**config.mk**
```make
export PLATFORM = sky130hd
export DESIGN_NAME = capture_readout
export DESIGN_NICKNAME = d
export VERILOG_FILES = /design/src/rtl/capture_readout.sv
export SDC_FILE = /design/constraint.sdc
export NUM_CORES = 1
export LEC_CHECK = 0
export BUFFER_PORTS_ARGS = -buffer_cell sky130_fd_sc_hd__buf_2
export CAP_MARGIN = 15
export CELL_PAD_IN_SITES_DETAIL_PLACEMENT = 1
export CELL_PAD_IN_SITES_GLOBAL_PLACEMENT = 2
export CORE_MARGIN = 2
export CORE_UTILIZATION = 32
export DETAILED_ROUTE_END_ITERATION = 10
export GPL_TIMING_DRIVEN = 0
export PLACE_DENSITY = 0.87
export SETUP_SLACK_MARGIN = 0.5
export SLEW_MARGIN = 20
export SYNTH_ARGS = -nofsm -noshare
export SYNTH_HDL_FRONTEND = slang
export SYNTH_SLANG_ARGS = --single-unit
```
**constraint.sdc**
```tcl
create_clock -name clk_50M -period 2.8 [get_ports clk_50M]
set_input_delay 0.42 -clock clk_50M [delete_from_list [all_inputs] [get_ports clk_50M]]
set_output_delay 0.42 -clock clk_50M [all_outputs]
set_load 0.03 [all_outputs]
```
**src/rtl/capture_readout.sv**
```systemverilog
// capture_readout: streams a filled capture RAM to the UART as a framed dump
// (two header bytes, DEPTH payload bytes from address 0, XOR checksum of the payload).
module capture_readout #(
    parameter int          ADDR_W = 17,
    parameter int          DEPTH  = 131072,
    parameter logic [7:0]  HDR0   = 8'hA5,
    parameter logic [7:0]  HDR1   = 8'h5A
) (
    input  logic              clk_50M,
    input  logic              rst,
    input  logic              start,
    input  logic              abort,
    output logic [ADDR_W-1:0] rd_addr,
    output logic              rd_en,
    input  logic [7:0]        rd_data,
    output logic [7:0]        tx_data,
    output logic              tx_valid,
    input  logic              tx_ready,
    output logic              busy,
    output logic              done
);
    typedef enum logic [2:0] {S_IDLE, S_HDR0, S_HDR1, S_RD, S_WT, S_SEND, S_CSUM, S_FIN} state_t;
    localparam logic [ADDR_W-1:0] LAST = ADDR_W'(DEPTH - 1);
    state_t            r_state;
    logic [ADDR_W-1:0] r_addr;
    logic              r_rd_en;
    logic [7:0]        r_data;
    logic              r_valid;
    logic              r_done;
    logic [7:0]        r_csum;
    logic              w_xfer;
    assign w_xfer   = r_valid && tx_ready;
    assign rd_addr  = r_addr;
    assign rd_en    = r_rd_en;
    assign tx_data  = r_data;
    assign tx_valid = r_valid;
    assign done     = r_done;
    assign busy     = r_state != S_IDLE;
    always_ff @(posedge clk_50M) begin
        if (rst) begin
            r_state <= S_IDLE;
            r_addr  <= '0;
            r_rd_en <= 1'b0;
            r_data  <= 8'h00;
            r_valid <= 1'b0;
            r_done  <= 1'b0;
            r_csum  <= 8'h00;
        end else if (abort && r_state != S_IDLE) begin
            // an abort drops the byte on offer even if it would transfer this cycle
            r_state <= S_IDLE;
            r_valid <= 1'b0;
            r_rd_en <= 1'b0;
            r_done  <= 1'b0;
        end else begin
            case (r_state)
                S_IDLE: if (start && !abort) begin
                    r_state <= S_HDR0;
                    r_addr  <= '0;
                    r_csum  <= 8'h00;
                    r_data  <= HDR0;
                    r_valid <= 1'b1;
                end
                S_HDR0: if (w_xfer) begin
                    r_state <= S_HDR1;
                    r_data  <= HDR1;
                end
                S_HDR1: if (w_xfer) begin
                    r_state <= S_RD;
                    r_valid <= 1'b0;
                    r_rd_en <= 1'b1;
                end
                S_RD: begin
                    r_state <= S_WT;
                    r_rd_en <= 1'b0;
                end
                S_WT: begin
                    r_state <= S_SEND;
                    r_data  <= rd_data;
                    r_csum  <= r_csum ^ rd_data;
                    r_valid <= 1'b1;
                end
                S_SEND: if (w_xfer) begin
                    if (r_addr == LAST) begin
                        r_state <= S_CSUM;
                        r_data  <= r_csum;
                    end else begin
                        r_state <= S_RD;
                        r_addr  <= r_addr + 1'b1;
                        r_valid <= 1'b0;
                        r_rd_en <= 1'b1;
                    end
                end
                S_CSUM: if (w_xfer) begin
                    r_state <= S_FIN;
                    r_valid <= 1'b0;
                    r_done  <= 1'b1;
                end
                S_FIN: begin
                    r_state <= S_IDLE;
                    r_done  <= 1'b0;
                end
                default: r_state <= S_IDLE;
            endcase
        end
    end
endmodule

```
==> metrics.md <==
| Metric | Value |
|---|---|
| Avg WL per Cell | `16.7 µm` |
| CTS tree | `done` |
| Ports | `42` |
| Layout Nets | `302` |
| Combinational group share of total power | `17.2%` |
| CP endpoint kind | `register` |
| Die Wd | `83.3 µm` |
| WS Path Type | `register to register` |
| Routability cong. | `0.743` |
| Leakage | `1.11 nW` |
| Clock sinks | `39` |
| First-pass GRT wire length | `9540 µm` |
| Netlist cell types | `46` |
| Mean post-synth cell area | `9.14 µm²` |
| Busiest layer in global routing | `met2` |
| Yosys Warn Count | `0` |
| Largest net degree at the start of global routing | `15` |
| Slowest cell delay on critical path | `460 ps` |
| DP Area | `2320 µm²` |
| Final period utilization | `81.5%` |
| Largest vdd supply drop | `0.239 mV` |
| Sequential Power Share | `49.1%` |
| Core Footprint | `5990 µm²` |
| Hold buffers post-CTS | `0` |
| Minimum clock period after layout | `2280 ps` |
| Register area share after synthesis | `38.8%` |
| Critical Path AT | `2500 ps` |
| Worst clock skew | `12.9 ps` |
| Clk_lat worst skew | `300 ps` |
| Post-DP HPWL | `3840 µm` |
| Outcome | `complete, no violations` |
| Total Wirelength | `6060 µm` |
| Max Cap Viol | `0` |
| Slowest stage cell, crit path | `or4_1` |
| WP data required | `3020 ps` |
| Worst hold margin | `282 ps` |
| DP Cell Count | `336` |
| Async SR Flop Fraction | `0%` |
| Final setup vio count | `0` |
| Critical Path Start Type | `register` |
| Total negative slack | `0 ps` |
| Yosys reg bits | `39` |
| Total congestion overflow | `0` |
| Die area | `6930 µm²` |
| Post-route antenna net violation count | `0` |
| Cell breakdown of the critical path | `ha_4 -> and2_4 -> nand2_4 -> nor3_4 -> ha_2 -> and2b_2 -> a32oi_4 -> buf_4 -> or4_1 -> a21oi_1` |
| Fill cells | `704` |
| Synth Cell Area | `2010 µm²` |
| Area delta synth->final | `34.7%` |
| Initial core utilization | `33.6%` |
| RSZ-0062 raised after global routing | `yes` |
| DRC violations left | `0` |
| Mapped Cells | `220` |
| Initial antenna violation count | `0` |
| CTS Buf Count | `5` |
| Port bufs | `41` |
| FP Rows | `28` |
| Grt met2 use | `27.6%` |
| Met3 usage | `3.08%` |
| DIE HEIGHT | `83.3 µm` |
| Vias | `1969` |
| H-tree levels | `2` |
| Slew Viols, Final | `0` |
| Int Power | `830 µW` |
| Detailed Routing Iterations Pass 1 | `4` |
| Crit path max fanout | `6` |
| Post-route cell area | `2710 µm²` |
| Post-synth EDFFs | `0` |
| Worst rel slew slack | `73.5%` |
| Root buf cell | `clkbuf_8` |
| Share of layout cells above drive strength 1 | `42.0%` |
| Maximum clock rate | `438 MHz` |
| Worst Max-Slew Pin Slew | `397 ps` |
| Final-report hold violation count | `0` |
| Sw frac | `30.6%` |
| P per Cell Area | `441 nW/µm²` |
| Deepest clock path buffer count | `2` |
| CTS clock-pin slew for the worst setup and hold paths | `90 ps` |
| Dominant synthesized flop cell | `dfxtp_1` |
| ANT cells | `0` |
| Vias per cell | `5.42` |
| Synthesized Nets | `235` |
| Finished Layout Cells | `363` |
| Min-Delay Path Class | `input pin to register` |
| Tot GR Track Use | `16.7%` |
| Switching power | `365 µW` |
| Vias in the first global route | `1950` |
| Met1 Track Usage GR | `21.9%` |
| Clock power share | `33.7%` |
| DRT iter0 DRCs | `84` |
-- cell usage in the layout, fill, tap and decap left out, drive strengths merged, types with 2 or more instances in the layout --
cell type  synthesis  routed
buf               10      70
dfxtp             39      39
nor2              18      18
a21oi             18      18
o21ai             17      17
mux2i             11      11
nand2             10      10
nand4b             9       9
xor2               8       8
or3                7       7
o31ai              7       7
clkbuf             2       7
or4                7       7
inv                5       5
nand4              5       5
o211a              4       4
o221a              4       4
nor2b              4       4
nand3              4       4
and3               4       4
a31oi              3       3
clkinv             1       3
nor3               2       2
nand2b             2       2
a311oi             2       2
and2               2       2
ha                 2       2
-- stage by stage --
step	total power [mW]	util, %	setup slack (ps)
after floorplan	0.729	-	506
after global placement	0.784	38.8	165
after detailed placement	0.787	38.8	133
after CTS	1.21	42.8	477
after global routing	1.25	45.2	415
final	1.20	45.2	517
-- per-layer routing --
metal | wire length (µm) | vias to the layer above | share of wire [%]
met3 | 185 | 4 | 3.1
met5 | 0 | - | 0
met4 | 58 | 0 | 0.96
met2 | 2960 | 31 | 49
li1 | - | 962 | -
met1 | 2860 | 972 | 47
-- synthesized netlist by cell type (2+ instances only) --
cell type | n | area share [%]
or3_1 | 7 | 2.2
nand4b_1 | 9 | 3.9
mux2i_1 | 11 | 5.5
a31oi_1 | 3 | 0.93
ha_1 | 2 | 1.2
buf_2 | 7 | 1.7
o221a_2 | 4 | 2.2
xor2_1 | 8 | 3.5
o21ai_0 | 16 | 4.0
a21oi_1 | 18 | 4.5
nand3_1 | 4 | 1.0
o31ai_1 | 7 | 2.6
a311oi_1 | 2 | 0.87
dfxtp_1 | 39 | 39
nor2b_1 | 4 | 1.2
and2_1 | 2 | 0.62
buf_6 | 3 | 1.7
nand2_1 | 10 | 1.9
or4_1 | 7 | 2.6
nor2_1 | 16 | 3.0
and3_1 | 3 | 0.93
nand4_1 | 5 | 1.6
clkbuf_1 | 2 | 0.37
o211a_1 | 4 | 2.0
inv_1 | 5 | 0.93
nand2b_1 | 2 | 0.62
-- what timing repair did --
action | 4_1_cts | 5_1_grt
resized for setup | 13 | 26
pin swaps | 8 | 11
setup buffers | 10 | 8
gates cloned | 0 | 1
endpoints found under the setup margin | 25 | 23
-- path summary, 6_finish.rpt --
| path | end | slack (ps) | start | cells after the start |
|---|---|---|---|---|
| setup / recovery | rd_addr[13] | 520 | rd_addr[1] | 10 |
| hold / removal | tx_valid | 280 | rst | 2 |
| setup reg to reg | rd_addr[13] | 520 | rd_addr[1] | 10 |
| hold reg to reg | rd_addr[5] | 500 | rd_addr[5] | 2 |
-- cell type report --
type / instances / area (µm²) / share of cell area [%]
inverter: 6 / 22.5 / 0.832
buffer: 12 / 88.8 / 3.28
timing repair buffer: 60 / 368 / 13.6
tap: 75 / 93.8 / 3.47
multi-input combinational: 163 / 1240 / 45.7
clock inverter: 3 / 25.0 / 0.924
clock buffer: 5 / 68.8 / 2.54
sequential: 39 / 802 / 29.6
-- cells by family after synthesis --
| group | Yosys count | synth area share [%] |
|---|---|---|
| AOI/OAI and AO/OA | 63 | 22.2 |
| xor gates and xnor gates | 9 | 3.92 |
| adders and majority gates | 2 | 1.24 |
| buffers and inverters | 18 | 4.92 |
| DFF | 39 | 38.8 |
| muxes | 11 | 5.48 |
| and+or+nand+nor | 78 | 23.5 |
-- state kept, by name, indices dropped and copies added, names as in the netlist --
register  count
tx_data       8
done          1
r_csum        8
r_state       3
tx_valid      1
rd_en         1
rd_addr      17
-- power by group through the flow --
stage | sequential [mW] | combinational, mW | clock [mW]
floorplan | 0.623 | 0.106 | 0
global placement | 0.600 | 0.184 | 0
detailed placement | 0.601 | 0.185 | 0
CTS | 0.588 | 0.199 | 0.418
global route | 0.589 | 0.224 | 0.440
finish | 0.587 | 0.206 | 0.403
-- worst max-delay path: cells and delay by family, from the launching register on --
kind / cells / cell delay [ps]
AOI/OAI and AO/OA: 2 / 320
adders and majority gates: 2 / 340
buffers and inverters: 1 / 170
DFF: 1 / 370
and+or+nand+nor: 5 / 1010
Note: power is estimated with default switching activity, not from simulation.
